$ cat config.mk
export PLATFORM = sky130hd
export DESIGN_NAME = fetch_stage_flat
export DESIGN_NICKNAME = d
export VERILOG_FILES = /design/src/rtl/cpu_pkg.sv /design/src/rtl/fetch_stage_if.sv /design/src/rtl/pc_next_sel.sv /design/src/rtl/fetch_stage.sv /design/src/flat_wrapper.sv
export SDC_FILE = /design/constraint.sdc
export NUM_CORES = 1
export LEC_CHECK = 0
export ABC_CLOCK_PERIOD_IN_PS = 1900
export BUFFER_PORTS_ARGS = -buffer_cell sky130_fd_sc_hd__buf_2
export CELL_PAD_IN_SITES_DETAIL_PLACEMENT = 1
export CELL_PAD_IN_SITES_GLOBAL_PLACEMENT = 2
export CORE_MARGIN = 3
export CORE_UTILIZATION = 29
export DETAILED_ROUTE_END_ITERATION = 10
export PLACE_DENSITY_LB_ADDON = 0.1
export SLEW_MARGIN = 20
export SYNTH_ARGS = -nofsm -noshare
export SYNTH_HDL_FRONTEND = slang
export SYNTH_SLANG_ARGS = --single-unit
$ cat constraint.sdc
create_clock -name clk -period 1.9 [get_ports clk]
set_clock_uncertainty 0.15 [all_clocks]
set_input_delay 0.475 -clock clk [delete_from_list [all_inputs] [get_ports clk]]
set_output_delay 0.475 -clock clk [all_outputs]
set_load 0.02 [all_outputs]
$ cat src/rtl/cpu_pkg.sv
// cpu_pkg: definitions shared by the fetch stage, the instruction ROM and
// the rest of the 8-bit-instruction core.
//   - opcode constants (4-bit opcode field of each instruction)
//   - default program-counter width
//   - fetch-stage state type
package cpu_pkg;

  localparam int PC_W_DEF = 16;

  // Opcode list shared with the ROM/decoder.
  localparam logic [3:0] NOP_OP  = 4'b0000;
  localparam logic [3:0] ADD_OP  = 4'b0001;
  localparam logic [3:0] JMP_OP  = 4'b0010;
  localparam logic [3:0] BEQ_OP  = 4'b0011;
  localparam logic [3:0] LDI_OP  = 4'b0100;
  localparam logic [3:0] HALT_OP = 4'b1110;

  typedef enum logic {
    FETCH_RUN    = 1'b0,
    FETCH_HALTED = 1'b1
  } fetch_state_e;

endpackage

$ cat src/rtl/fetch_stage_if.sv
// fetch_stage_if: signals between the fetch stage and its neighbours.
//   slave  : the fetch stage (drives pc and the IF/ID register outputs)
//   master : the environment (ROM, hazard unit, execute redirect)
// Signals:
//   pc, rom_opcode, rom_jmp_loc     - fetch address and combinational ROM reply
//   stall_i, redirect_i, redirect_pc_i - pipeline control into fetch
//   ifid_valid, ifid_pc, ifid_pred_taken - IF/ID register contents
//   halted, fetch_count             - status
interface fetch_stage_if #(
  parameter int PC_W  = cpu_pkg::PC_W_DEF,
  parameter int CNT_W = 16
);
  logic [PC_W-1:0]  pc;
  logic [3:0]       rom_opcode;
  logic [PC_W-1:0]  rom_jmp_loc;
  logic             stall_i;
  logic             redirect_i;
  logic [PC_W-1:0]  redirect_pc_i;
  logic             ifid_valid;
  logic [PC_W-1:0]  ifid_pc;
  logic             ifid_pred_taken;
  logic             halted;
  logic [CNT_W-1:0] fetch_count;

  modport slave (
    output pc, ifid_valid, ifid_pc, ifid_pred_taken, halted, fetch_count,
    input  rom_opcode, rom_jmp_loc, stall_i, redirect_i, redirect_pc_i
  );

  modport master (
    input  pc, ifid_valid, ifid_pc, ifid_pred_taken, halted, fetch_count,
    output rom_opcode, rom_jmp_loc, stall_i, redirect_i, redirect_pc_i
  );
endinterface

$ cat src/rtl/pc_next_sel.sv
// pc_next_sel: combinational next-state logic of the fetch stage.
// Priority: redirect > stall > halted bubble > HALT capture > early JMP
// (only when JMP_EARLY_EN is defined) > sequential fetch.
// Inputs : current registers (state, pc, IF/ID, fetch count), ROM reply,
//          stall/redirect controls.
// Outputs: next values for every fetch-stage register.
module pc_next_sel
  import cpu_pkg::*;
#(
  parameter int PC_W  = PC_W_DEF,
  parameter int CNT_W = 16
) (
  input  fetch_state_e     state_q,
  input  logic [PC_W-1:0]  pc_q,
  input  logic             ifid_valid_q,
  input  logic [PC_W-1:0]  ifid_pc_q,
  input  logic             ifid_pred_taken_q,
  input  logic [CNT_W-1:0] fetch_count_q,
  input  logic [3:0]       rom_opcode,
  input  logic [PC_W-1:0]  rom_jmp_loc,
  input  logic             stall_i,
  input  logic             redirect_i,
  input  logic [PC_W-1:0]  redirect_pc_i,
  output fetch_state_e     state_d,
  output logic [PC_W-1:0]  pc_d,
  output logic             ifid_valid_d,
  output logic [PC_W-1:0]  ifid_pc_d,
  output logic             ifid_pred_taken_d,
  output logic [CNT_W-1:0] fetch_count_d
);

`ifndef JMP_EARLY_EN
  // The jump target is only consumed by early jumps.
  logic unused_jmp_loc;
  assign unused_jmp_loc = ^rom_jmp_loc;
`endif

  logic load_ifid;

  always_comb begin
    // NOTE: every output gets a hold value first, so no path through the
    // priority chain can leave one unassigned and infer a latch.
    state_d           = state_q;
    pc_d              = pc_q;
    ifid_valid_d      = ifid_valid_q;
    ifid_pc_d         = ifid_pc_q;
    ifid_pred_taken_d = ifid_pred_taken_q;
    load_ifid         = 1'b0;

    if (redirect_i) begin
      // Also the way out of HALTED: the halt was on a wrong path.
      pc_d              = redirect_pc_i;
      ifid_valid_d      = 1'b0;
      ifid_pred_taken_d = 1'b0;
      state_d           = FETCH_RUN;
    end else if (stall_i) begin
      // hold everything
    end else if (state_q == FETCH_HALTED) begin
      ifid_valid_d      = 1'b0;
      ifid_pred_taken_d = 1'b0;
    end else begin
      load_ifid         = 1'b1;
      ifid_valid_d      = 1'b1;
      ifid_pc_d         = pc_q;
      ifid_pred_taken_d = 1'b0;
      if (rom_opcode == HALT_OP) begin
        state_d = FETCH_HALTED;
`ifdef JMP_EARLY_EN
      end else if (rom_opcode == JMP_OP) begin
        ifid_pred_taken_d = 1'b1;
        pc_d              = rom_jmp_loc;
`endif
      end else begin
        pc_d = pc_q + 1'b1;  // wraps modulo 2^PC_W
      end
    end

    fetch_count_d = fetch_count_q;
    if (load_ifid && (fetch_count_q != '1))
      fetch_count_d = fetch_count_q + 1'b1;
  end

endmodule

$ cat src/rtl/fetch_stage.sv
// fetch_stage: instruction-fetch stage. Owns the program counter driving the
// combinational instruction ROM and the IF/ID pipeline register.
// Ports:
//   clk   - rising-edge clock
//   rst_n - asynchronous active-low reset
//   bus   - fetch_stage_if.slave (ROM, stall/redirect, IF/ID outputs, status)
// Build option: define JMP_EARLY_EN to let fetch take unconditional JMPs
// itself (ifid_pred_taken=1); otherwise a JMP is fetched like any other
// instruction and ifid_pred_taken stays 0.
module fetch_stage
  import cpu_pkg::*;
#(
  parameter int PC_W  = PC_W_DEF,
  parameter int CNT_W = 16
) (
  input logic          clk,
  input logic          rst_n,
  fetch_stage_if.slave bus
);

  fetch_state_e     state_q, state_d;
  logic [PC_W-1:0]  pc_q, pc_d;
  logic             ifid_valid_q, ifid_valid_d;
  logic [PC_W-1:0]  ifid_pc_q, ifid_pc_d;
  logic             ifid_pred_taken_q, ifid_pred_taken_d;
  logic [CNT_W-1:0] fetch_count_q, fetch_count_d;

  pc_next_sel #(.PC_W(PC_W), .CNT_W(CNT_W)) u_sel (
    .state_q           (state_q),
    .pc_q              (pc_q),
    .ifid_valid_q      (ifid_valid_q),
    .ifid_pc_q         (ifid_pc_q),
    .ifid_pred_taken_q (ifid_pred_taken_q),
    .fetch_count_q     (fetch_count_q),
    .rom_opcode        (bus.rom_opcode),
    .rom_jmp_loc       (bus.rom_jmp_loc),
    .stall_i           (bus.stall_i),
    .redirect_i        (bus.redirect_i),
    .redirect_pc_i     (bus.redirect_pc_i),
    .state_d           (state_d),
    .pc_d              (pc_d),
    .ifid_valid_d      (ifid_valid_d),
    .ifid_pc_d         (ifid_pc_d),
    .ifid_pred_taken_d (ifid_pred_taken_d),
    .fetch_count_d     (fetch_count_d)
  );

  // NOTE: register updates use non-blocking assignments so every flop
  // samples the pre-edge value of every other flop.
  always_ff @(posedge clk or negedge rst_n) begin
    if (!rst_n) begin
      state_q           <= FETCH_RUN;
      pc_q              <= '0;
      ifid_valid_q      <= 1'b0;
      ifid_pc_q         <= '0;
      ifid_pred_taken_q <= 1'b0;
      fetch_count_q     <= '0;
    end else begin
      state_q           <= state_d;
      pc_q              <= pc_d;
      ifid_valid_q      <= ifid_valid_d;
      ifid_pc_q         <= ifid_pc_d;
      ifid_pred_taken_q <= ifid_pred_taken_d;
      fetch_count_q     <= fetch_count_d;
    end
  end

  assign bus.pc              = pc_q;
  assign bus.ifid_valid      = ifid_valid_q;
  assign bus.ifid_pc         = ifid_pc_q;
  assign bus.ifid_pred_taken = ifid_pred_taken_q;
  assign bus.halted          = (state_q == FETCH_HALTED);
  assign bus.fetch_count     = fetch_count_q;

endmodule

$ cat src/flat_wrapper.sv
// flat-port wrapper written by rule: the top's interface ports become plain ports
module fetch_stage_flat import cpu_pkg::*;
#(
  parameter int PC_W  = PC_W_DEF,
  parameter int CNT_W = 16
)
  (clk, rst_n, bus_pc, bus_ifid_valid, bus_ifid_pc, bus_ifid_pred_taken, bus_halted, bus_fetch_count, bus_rom_opcode, bus_rom_jmp_loc, bus_stall_i, bus_redirect_i, bus_redirect_pc_i);
  fetch_stage_if #(.PC_W(PC_W), .CNT_W(CNT_W)) bus_i ();
  input logic clk;
  input logic rst_n;
  output wire logic [$bits(bus_i.pc)-1:0] bus_pc;
  output wire logic [$bits(bus_i.ifid_valid)-1:0] bus_ifid_valid;
  output wire logic [$bits(bus_i.ifid_pc)-1:0] bus_ifid_pc;
  output wire logic [$bits(bus_i.ifid_pred_taken)-1:0] bus_ifid_pred_taken;
  output wire logic [$bits(bus_i.halted)-1:0] bus_halted;
  output wire logic [$bits(bus_i.fetch_count)-1:0] bus_fetch_count;
  input wire logic [$bits(bus_i.rom_opcode)-1:0] bus_rom_opcode;
  input wire logic [$bits(bus_i.rom_jmp_loc)-1:0] bus_rom_jmp_loc;
  input wire logic [$bits(bus_i.stall_i)-1:0] bus_stall_i;
  input wire logic [$bits(bus_i.redirect_i)-1:0] bus_redirect_i;
  input wire logic [$bits(bus_i.redirect_pc_i)-1:0] bus_redirect_pc_i;
  assign bus_pc = bus_i.pc;
  assign bus_ifid_valid = bus_i.ifid_valid;
  assign bus_ifid_pc = bus_i.ifid_pc;
  assign bus_ifid_pred_taken = bus_i.ifid_pred_taken;
  assign bus_halted = bus_i.halted;
  assign bus_fetch_count = bus_i.fetch_count;
  assign bus_i.rom_opcode = bus_rom_opcode;
  assign bus_i.rom_jmp_loc = bus_rom_jmp_loc;
  assign bus_i.stall_i = bus_stall_i;
  assign bus_i.redirect_i = bus_redirect_i;
  assign bus_i.redirect_pc_i = bus_redirect_pc_i;
  fetch_stage #(.PC_W(PC_W), .CNT_W(CNT_W)) u_core (.clk(clk), .rst_n(rst_n), .bus(bus_i));
endmodule
# Yosys cells after proc, flatten, opt, wreduce, memory -nomap -nowiden
# Cells that the tools add are included.
[classes] add_sub_neg=2 n_eq_ne=5 mux=15 n_bitwise=3 n_reduce_logical=3
[op_table] operator="16-bit 2-to-1 mux" count=4
[op_table] operator="16-bit by 1-bit adder with 16-bit output, second input constant" count=2
[op_table] operator="16-bit != test, second input constant" count=1
[op_table] operator="1-bit 2-to-1 mux" count=11
[op_table] operator="3-bit AND reduction" count=2
[op_table] operator="4-bit == test, second input constant" count=1
[op_table] operator="2-bit != test, second input constant" count=2
[op_table] operator="1-bit NOT" count=3
[op_table] operator="2-bit by 1-bit != test with 1-bit output, second input constant" count=1
[op_table] operator="1-bit logical AND" count=1
[totals] reg_bits=51 input_bits=40 elab_cells=34

# Logic depth before layout (Yosys ltp)
# Gate-level depths: netlist of run 1.
[logic_depth] depth_word=5 depth_mapped=6

# Cells and area by module
# Synthesis of run 1 repeated with hierarchy kept, for this count alone.
[unflattened] hier_cells=259 hier_area_um2=2467.4
[modules_own_cells] module="fetch_stage" instances=1 cells_per_inst=51 area_each_um2=1276.2 seq_area_each_um2=1276.2
[modules_own_cells] module="pc_next_sel" instances=1 cells_per_inst=208 area_each_um2=1191.1 seq_area_each_um2=0.0

# Worst setup path before layout of run 1
# OpenSTA, ideal clock, no wires.
[synth_timing] path_kind="register to register" startpoint="register u_core.fetch_count_q[0], in the netlist u_core.bus.fetch_count[0]" endpoint="register u_core.fetch_count_q[7], in the netlist u_core.bus.fetch_count[7]" setup_ns=0.131 arrival_ns=1.646 t_required_ns=1.619 setup_slack_ns=-0.027 path_stages_with_launch=6 path_cell_list="dfrtp_1 > ha_1 > nand4_2 > or4_4 > nand4_1 > xnor2_1"
[synth_via] elab_chain_cells=2 elab_cells_between_ends=3 cone_classes="add/sub: 1; eq/ne: 1; reduce/logical: 1"
[synth_rtl] item="from (decl)" line="fetch_stage.sv:26" source="logic [CNT_W-1:0] fetch_count_q, fetch_count_d;"
[synth_rtl] item="from (signal assigned)" line="fetch_stage.sv:64" source="fetch_count_q <= fetch_count_d;"
[synth_rtl] item="parallel branches: the longest is 2 deep, another holds 16-bit by 1-bit adder with 16-bit output"
# Parallel ways; which one is timed is not known.
# A chain may end at the register's enable or synchronous reset.

# Worst setup path in the final report of run 1
[layout_timing] startpoint="register u_core.state_q, in the netlist u_core.bus.halted" endpoint="register u_core.pc_q[15], in the netlist u_core.bus.pc[15]"
[layout_via] elab_chain_cells=2
[layout_rtl] item="from (decl)" line="fetch_stage.sv:21" source="fetch_state_e state_q, state_d;"
[layout_rtl] item="from (signal assigned)" line="fetch_stage.sv:59" source="state_q <= state_d;"
[layout_rtl] item="2-bit != test (no source line)"
[layout_rtl] item="3-bit AND reduction (no source line)"
[layout_rtl] item="to (signal assigned)" line="fetch_stage.sv:60" source="pc_q <= pc_d;"
[layout_rtl] item="to (decl)" line="fetch_stage.sv:22" source="logic [PC_W-1:0] pc_q, pc_d;"
# No other way between the ends.

==> results.yml, run 1 <==
status:
  status: "finished clean"
yosys:
  ys.flop_type: "dfrtp_1"
  yosysTopAreaCellShare: 0.500
  postSynth.asyncResetShare: 1.00
  postSynthAreaPerCell_um2: 9.59
  synth_cell_type_count: 45
  synth.net_count: 303
  netlist_instances: 261
  post-synth-top-area-cell: "dfrtp_1"
  syn_area_um2: 2500
  edff_count_synth: 0
  synth_seq_area_share: 0.500
  netlist_top_cells_area: "dfrtp_1 (50%), nand2_1 (10%), xnor2_1 (4.2%)"
  synth_warnings: 0
  synth.ff_latch_count: 50
routing:
  route.detailed.drc: 0
  detailedRoute.firstPassIterationCount: 4
  detail_route.wl_per_cell_um: 14.8
  postRouteWirelength_um: 6920
  antenna_violating_nets_post_route: 0
  route.met3.wl_um: 351
  routedLengthMet1_um: 3150
  dr_wl_met2_um: 3370
  via_density: 4.77
  routed-via-count: 2233
  drt_iter0_drc: 40
  top_signal_layer_used: "met4"
place:
  placedInstanceArea_um2: 3210
  placedCellCount: 459
  finalWeightedCongestion: 0.739
  placement.setup.worst_slack_ns: -0.152
  io_buffers: 73
  dp_hpwl_um: 5390
clock_network:
  clockBufferDepth: 2
  cts_made_buffers: 5
  clock_sinks: 50
  clock-root-buffer: "clkbuf_8"
  cts.htree.levels: 2
  clk_pin_slew_worst_paths_ns: 0.10
  clkLatencyLatePin_ns: 0.30
  cts.repair_timing.setup_buffer_count: 0
  tritoncts_clock_tree: "done"
setup_path:
  cell_breakdown_of_the_critical_path: "or2_2, nor4b_4, buf_4, mux2i_1, nand3_1"
  worstRegToRegCells: 5
  endpoint_kind: "flip-flop"
  path_class: "reg -> reg"
  worst_r2r_startpoint: "u_core.bus.halted$_DFFE_PN0P_"
  worst-endpoint-required_ns: 1.93
  timing.critical_path.fanout_max: 6
  r2r_setup_slack_ns: 0.09
  crit_slowest_cell: "dfrtp_2"
  regToRegEndpoint: "u_core.bus.pc[15]$_DFFE_PN0P_"
  startpoint_type: "flip-flop"
  delay_contributed_by_the_slowest_stage_of_the_critical_path_ns: 0.45
  critPathArrivalTime_ns: 1.85
grt:
  grt-ovfl-total: 0
  antenna_violations_before_repair: 0
  largest_net_degree_at_the_start_of_global_routing: 38
  wire_length_of_the_first_global_routing_pass_um: 11700
  first_global_vias: 2315
  grt_util_all_layers: 0.148
pwr:
  power_density_nw_per_um2: 923
  leakage_power_nw: 1.65
  total_power_mw: 3.10
  worst_ir_drop_vdd_uv: 318
sta:
  setup_total_negative_slack_ns: 0
  maxClockFrequency_mhz: 551
  final_worst_path_setup_slack_ns: 0.0863
  final_min_period_over_clock_period: 0.955
  layout_min_cycle_time_ns: 1.81
  slew_limit_fails: 0
  grt_setup_unrepaired: "no"
  setup_violations: 0
  finalHoldViolCount: 0
  worst_hold_slack_ns: 0.223
final_layout:
  post_route_cells_drive_above_1_share: 0.355
  layout.core_utilization: 0.405
  num-nets-final: 404
  final_area_um2: 3360
  multi_input_area_um2: 1210
  sequential_standard_cell_area_um2: 1250
  syn_to_final_growth_pct: 34.3
  post_layout_nonfiller_instances: 468
  n_fill_cell: 1002
  antenna_cells_inserted: 0
die:
  design.die.area_um2: 9780
  effective_utilization_at_floorplan: 0.302
  chipHeight_um: 98.9
  die_width_um: 98.9
  ios: 91
  rows: 33
  coreArea_um2: 8300
hold_path:
  hold_path.startpoint: "bus_redirect_pc_i[3]"
  holdPathEnd: "u_core.bus.pc[3]$_DFFE_PN0P_"
  hold_path_class: "in -> reg"
  worst_hold_path.num_cells: 3
run:
  cap_violations: 0
power breakdown:
group          internal [mW]  leakage, nW  switching (mW)
Sequential              1.23        0.621           0.179
Combinational          0.346        0.967           0.540
Clock                  0.430       0.0585           0.370
synthesized netlist by cell type, drive strengths merged, types with 2 or more instances:
cell and instances:
xnor2 12, inv 2, nor3 5, a21oi 7, nand4b 2, nor4b 3
mux2i 3, buf 5, and2 2, dfrtp 50, or4 3, nand2 68
clkbuf 7, ha 2, and3 4, nor2 7, and4 2, nand4 13
nand3 16, a22oi 3, or2 2, a31oi 2, nor4 5, or3 2
xor2 9, nor2b 3, o21ai 12, nand2b 2, mux2 2
final cells by class:
cell class,instances,area share
clock buffer,7,0.0257
inverter,2,0.00223
clock inverter,1,0.00894
multi-input combinational,197,0.360
sequential,50,0.373
timing repair buffer,106,0.191
tap,105,0.0391
timing repair:
action,4_1_cts,5_1_grt
setup endpoints to repair,1,8
endpoints found under the hold margin,15,0
resized for setup,1,4
hold buffers,1,0
registers in the layout (all words and copies together), names as in the netlist:
name / flops
u_core.bus.pc: 16
u_core.bus.halted: 1
u_core.bus.ifid_pc: 16
u_core.bus.ifid_valid: 1
u_core.bus.fetch_count: 16
logic make-up (layout without fill, tap and decap cells):
logic type               count (synthesis)  count (layout)  synth area share
AND/OR/NAND/NOR                        143             143             0.312
flip-flops                              50              50             0.500
AO/OA/AOI/OAI                           25              25            0.0550
XOR/XNOR                                21              21            0.0735
buffers and inverters                   14             116            0.0265
multiplexers                             5               5            0.0210
adder cells (fa/ha/maj)                  2               2            0.0100
other                                    1               1           0.00150
per-layer routing:
layer  vias to the layer above  global-route usage
met5                         -                   0
met4                         0              0.0347
met3                         4              0.0311
met2                        50               0.248
met1                      1077               0.196
li1                       1102                   -
cells in the final DEF (no fill, tap or decap), types with 5 or more instances in the layout:
cell type  synthesis  final
a21oi_1            7      7
buf_2              2     73
buf_4              1     30
clkbuf_8           0      6
dfrtp_1           50     47
nand2_1           68     68
nand3_1           16     16
nand4_1           11     11
nor2_1             7      7
nor3_1             5      5
o21ai_0           11     11
xnor2_1           12     12
xor2_1             9      9
critical path: cells and delay by family (launching register included):
kind | cells | cell delay, ns
AND/OR/NAND/NOR | 3 | 0.72
flip-flops | 1 | 0.45
multiplexers | 1 | 0.19
buffers and inverters | 1 | 0.19
how the worst max path moves through the flow:
| stage | from | end | slack, ns | depth (start not counted) |
|---|---|---|---|---|
| CTS | u_core.bus.fetch_count[0]$_DFFE_PN0P_ | u_core.bus.fetch_count[13]$_DFFE_PN0P_ | 0.04 | 5 |
| global route | u_core.bus.halted$_DFFE_PN0P_ | u_core.bus.pc[15]$_DFFE_PN0P_ | 0.002 | 5 |
| finish | u_core.bus.halted$_DFFE_PN0P_ | u_core.bus.pc[15]$_DFFE_PN0P_ | 0.09 | 5 |
| floorplan | bus_redirect_i | u_core.bus.fetch_count[15]$_DFFE_PN0P_ | -0.002 | 5 |
| global placement | bus_redirect_i | u_core.bus.fetch_count[7]$_DFFE_PN0P_ | -0.13 | 6 |
| detailed placement | bus_redirect_i | u_core.bus.fetch_count[4]$_DFFE_PN0P_ | -0.15 | 5 |
Note: power is estimated with default switching activity, not from simulation.
==> run 2: changes to the inputs <==
- GPL_TIMING_DRIVEN: not set -> 0
==> results.yml, run 2 (synthesis results as in run 1) <==
setup_path:
  startpoint_type: "flip-flop"
  r2r_setup_slack_ns: 0.09
  timing.critical_path.fanout_max: 7
  worstRegToRegCells: 5
  critPathArrivalTime_ns: 1.86
  path_class: "reg -> reg"
  worst_r2r_startpoint: "u_core.bus.halted$_DFFE_PN0P_"
  worst-endpoint-required_ns: 1.95
  endpoint_kind: "flip-flop"
  regToRegEndpoint: "u_core.bus.fetch_count[15]$_DFFE_PN0P_"
final_layout:
  num-nets-final: 389
  final_common_cell: "buf_2"
  multi_input_area_um2: 1230
  layout_common_cells: "buf_2 (74), nand2_1 (68), dfrtp_1 (44)"
  syn_to_final_growth_pct: 28.9
  sequential_standard_cell_area_um2: 1260
  post_route_cells_drive_above_1_share: 0.339
  antenna_cells_inserted: 0
  post_layout_nonfiller_instances: 453
  n_fill_cell: 993
sta:
  setup_violations: 0
  relSlewSlack: 0.553
  final_min_period_over_clock_period: 0.951
  grt_setup_unrepaired: "no"
  timing_worst_slew_pin_value_ns: 0.670
  maxClockFrequency_mhz: 554
  finalHoldViolCount: 0
  setup_total_negative_slack_ns: 0
  slew_limit_fails: 0
  layout_min_cycle_time_ns: 1.81
grt:
  first_global_vias: 2245
  antenna_violations_before_repair: 0
  grt-ovfl-total: 0
  wire_length_of_the_first_global_routing_pass_um: 11600
  largest_net_degree_at_the_start_of_global_routing: 51
  grt_util_all_layers: 0.148
clock_network:
  clock_sinks: 50
  clock-root-buffer: "clkbuf_8"
  post_cts_hold_buffer_count: 0
  cts.htree.levels: 2
  tritoncts_clock_tree: "done"
  clockBufferDepth: 2
  clk_pin_slew_worst_paths_ns: 0.10
  cts_made_buffers: 5
  clkLatencyLatePin_ns: 0.31
place:
  dp_hpwl_um: 5290
  placedCellCount: 439
  io_buffers: 73
  finalWeightedCongestion: 0.722
routing:
  drt_iter0_drc: 83
  routed-via-count: 2184
  detailedRoute.firstPassIterationCount: 4
  postRouteWirelength_um: 7170
  route.detailed.drc: 0
  antenna_violating_nets_post_route: 0
  detail_route.wl_per_cell_um: 15.8
  via_density: 4.82
die:
  rows: 33
  coreArea_um2: 8300
  effective_utilization_at_floorplan: 0.302
  ios: 91
  chipHeight_um: 98.9
  die_width_um: 98.9
  design.die.area_um2: 9780
pwr:
  leakage_power_nw: 1.54
  power_density_nw_per_um2: 945
  worst_ir_drop_vdd_uv: 461
run:
  cap_violations: 0
status:
  status: "finished clean"
hold_path:
  hold_path_class: "in -> async"
## run 2: cell types whose count changed in the layout (fill, tap and decap cells not counted), sizes merged
cell         before  now
clkinv            0    2
dlygate4sd3       1    0
buf             105   87
clkbuf            7    9
## run 2: critical path: stages (launching register included)
cell and delay (ns):
dfrtp_1 0.41, or3_1 0.36, buf_6 0.15, nor4_4 0.17, nand4_1 0.14, mux2_1 0.32
## run 2: worst max-delay path by stage
stage	start	end	slack [ns]	depth (start not counted)
2_1_floorplan	bus_redirect_i	u_core.bus.fetch_count[15]$_DFFE_PN0P_	-0.002	5
3_3_place_gp	bus_stall_i	u_core.bus.pc[15]$_DFFE_PN0P_	-0.28	6
3_5_place_dp	bus_stall_i	u_core.bus.ifid_pc[0]$_DFFE_PN0P_	-0.29	7
4_1_cts	u_core.bus.halted$_DFFE_PN0P_	u_core.bus.fetch_count[15]$_DFFE_PN0P_	-0.05	5
5_1_grt	u_core.bus.fetch_count[10]$_DFFE_PN0P_	u_core.bus.fetch_count[6]$_DFFE_PN0P_	0.0003	4
6_report	u_core.bus.halted$_DFFE_PN0P_	u_core.bus.fetch_count[15]$_DFFE_PN0P_	0.09	5
## run 2: per-layer routing
layer,track usage,vias up,wire (um)
li1,-,1075,-
met1,0.195,1050,3330
met2,0.250,54,3420
met3,0.0326,5,346
met4,0.0347,0,76
met5,0,-,0
## run 2: layout make-up
type | count | area share
clock buffers | 5 | 0.0213
repair buffers | 82 | 0.136
well taps | 105 | 0.0407
clock inverters | 3 | 0.0124
multi-input cells | 197 | 0.382
inverters | 2 | 0.00233
plain buffers | 9 | 0.0151
flip-flops and latches | 50 | 0.390
## run 2: what timing repair did
action	CTS	global route
pin swaps	5	3
resized for setup	6	13
endpoints found under the setup margin	21	26
buffers inserted	6	3
## run 2: power breakdown
group / switching (mW) / internal (mW)
Clock: 0.385 / 0.389
Sequential: 0.216 / 1.24
Combinational: 0.507 / 0.316
## run 2: metrics by stage
step	hold WS (ns)	setup WS (ns)	power (mW)	cell area (um^2)	utilization
floorplan	0.0294	-0.00152	1.91	2500	-
global placement	0.309	-0.278	2.24	3000	0.362
detailed placement	0.312	-0.289	2.25	3000	0.362
CTS	0.0662	-0.0518	3.06	3170	0.382
global route	0.0879	0.000334	3.25	3230	0.389
finish	0.0488	0.0936	3.05	3230	0.389
==> run 3: changes to the inputs <==
--- a/config.mk
+++ b/config.mk
@@ -15,4 +15,5 @@
 export GPL_TIMING_DRIVEN = 0
 export PLACE_DENSITY_LB_ADDON = 0.1
+export SKIP_LAST_GASP = 1
 export SLEW_MARGIN = 20
 export SYNTH_ARGS = -nofsm -noshare
==> constraint.sdc (replaced) <==
create_clock -name clk -period 1.9 [get_ports clk]
set_clock_uncertainty 0.15 [all_clocks]
set_input_delay 0.38 -clock clk [delete_from_list [all_inputs] [get_ports clk]]
set_output_delay 0.38 -clock clk [all_outputs]
set_load 0.02 [all_outputs]
==> results.yml, run 3 (synthesis results as in run 1) <==
pwr:
  switching_power_mw: 1.10
  worst_ir_drop_vdd_uv: 513
  power_frac_seq: 0.478
  power_density_nw_per_um2: 944
  power.switching_fraction: 0.362
  leakage_power_nw: 1.55
  cell_internal_pwr_mw: 1.94
  p_comb_frac: 0.271
  power.clock.fraction: 0.251
setup_path:
  endpoint_kind: "flip-flop"
  cell_breakdown_of_the_critical_path: "or3_4, nor4_4, nand4_1, mux2_1"
  path_buf_inv: 0
  path_class: "reg -> reg"
  worst-endpoint-required_ns: 1.95
  delay_contributed_by_the_slowest_stage_of_the_critical_path_ns: 0.45
  r2r_setup_slack_ns: -0.02
  timing.critical_path.fanout_max: 6
  crit_slowest_cell: "or3_4"
  critPathArrivalTime_ns: 1.98
  startpoint_type: "flip-flop"
  crit_family: "simple AND/OR/NAND/NOR gates"
die:
  ios: 91
  design.die.area_um2: 9780
  effective_utilization_at_floorplan: 0.302
  chipHeight_um: 98.9
  coreArea_um2: 8300
  die_width_um: 98.9
  rows: 33
place:
  io_buffers: 73
  finalWeightedCongestion: 0.720
  placedCellCount: 439
  placement.setup.worst_slack_ns: -0.208
  dp_hpwl_um: 5280
status:
  failing_checks: "setup timing"
  status: "finished with violations"
sta:
  slew_limit_fails: 0
  setup_violations: 1
  final_min_period_over_clock_period: 1.01
  layout_min_cycle_time_ns: 1.92
  maxClockFrequency_mhz: 520
  timing_worst_slew_pin_value_ns: 0.670
  grt_setup_unrepaired: "yes"
  final_worst_path_setup_slack_ns: -0.0238
  relSlewSlack: 0.553
  finalHoldViolCount: 0
grt:
  grt_util_all_layers: 0.148
  first_global_vias: 2264
  antenna_violations_before_repair: 0
  wire_length_of_the_first_global_routing_pass_um: 11600
  grt-ovfl-total: 0
  largest_net_degree_at_the_start_of_global_routing: 51
clock_network:
  clockBufferDepth: 2
  cts.htree.levels: 2
  clock-root-buffer: "clkbuf_8"
  clkLatencyLatePin_ns: 0.31
  clock_sinks: 50
  clk_pin_slew_worst_paths_ns: 0.10
  cts_made_buffers: 5
  tritoncts_clock_tree: "done"
run:
  cap_violations: 0
hold_path:
  hold_path_class: "in -> reg"
routing:
  routed-via-count: 2219
  detailedRoute.firstPassIterationCount: 4
  antenna_violating_nets_post_route: 0
  drt_iter0_drc: 71
  via_density: 4.89
  detail_route.wl_per_cell_um: 15.7
  route.detailed.drc: 0
  postRouteWirelength_um: 7110
final_layout:
  final_common_cell: "buf_2"
  layout_common_cells: "buf_2 (73), nand2_1 (68), dfrtp_1 (43)"
  post_route_cells_drive_above_1_share: 0.335
  antenna_cells_inserted: 0
  syn_to_final_growth_pct: 28.8
  num-nets-final: 390
  post_layout_nonfiller_instances: 454
[run 3: worst register-to-register path: cells and delay by family (launching register included)]
kind,cells,cell delay (ns)
DFF,1,0.43
muxes,1,0.32
and+or+nand+nor,3,0.92
[run 3: per-layer routing]
layer / GRT usage / up-vias / share of wire
met5: 0 / - / 0
met4: 0.0431 / 0 / 0.015
met3: 0.0311 / 7 / 0.051
met2: 0.254 / 55 / 0.48
met1: 0.187 / 1076 / 0.45
li1: - / 1081 / -
[run 3: per-stage QoR]
stage               cell area [um^2]  total power [mW]  hold slack, ns  setup TNS [ns]  utilization
detailed placement              3000              2.25           0.307           -2.75        0.362
floorplan                       2500              1.91         -0.0656               0            -
global placement                3000              2.24           0.309           -2.64        0.362
CTS                             3160              3.06           0.120         -0.0441        0.380
finish                          3220              3.04           0.130         -0.0238        0.388
global route                    3220              3.26           0.124          -0.456        0.388
[run 3: final timing paths]
kind                            depth (start not counted)                                      to                          startpoint
max in group asynchronous                               2            u_core.bus.pc[0]$_DFFE_PN0P_                               rst_n
min in group asynchronous                               2   u_core.bus.fetch_count[8]$_DFFE_PN0P_                               rst_n
worst max register to register                          4  u_core.bus.fetch_count[15]$_DFFE_PN0P_       u_core.bus.halted$_DFFE_PN0P_
worst min-delay path                                    3            u_core.bus.pc[2]$_DFFE_PN0P_                bus_redirect_pc_i[2]
worst min register to register                          2      u_core.bus.ifid_pc[14]$_DFFE_PN0P_  u_core.bus.ifid_pc[14]$_DFFE_PN0P_
worst max-delay path                                    4  u_core.bus.fetch_count[15]$_DFFE_PN0P_       u_core.bus.halted$_DFFE_PN0P_
[run 3: area by class of cell]
type / instances / area (um^2)
Buffer: 8 / 40.0
Clock buffer: 5 / 68.8
Fill cell: 978 / 5080
Inverter: 2 / 7.51
Tap cell: 105 / 131
Timing Repair Buffer: 84 / 457
Clock inverter: 3 / 40.0
Multi-Input combinational cell: 197 / 1220
Sequential cell: 50 / 1260
[run 3: power by group through the flow]
| stage | Clock [mW] | Sequential, mW | Combinational [mW] |
|---|---|---|---|
| 2_1_floorplan | 0 | 1.62 | 0.297 |
| 3_3_place_gp | 0 | 1.45 | 0.792 |
| 3_5_place_dp | 0 | 1.45 | 0.804 |
| 4_1_cts | 0.799 | 1.45 | 0.817 |
| 5_1_grt | 0.840 | 1.49 | 0.925 |
| 6_report | 0.763 | 1.45 | 0.826 |
[run 3: timing repair]
action / in CTS / in global routing
resized for setup: 7 / 9
buffers inserted: 3 / 7
endpoints found under the setup margin: 21 / 25
hold buffers: 1 / 0
pin swaps: 2 / 7
endpoints found under the hold margin: 50 / 0
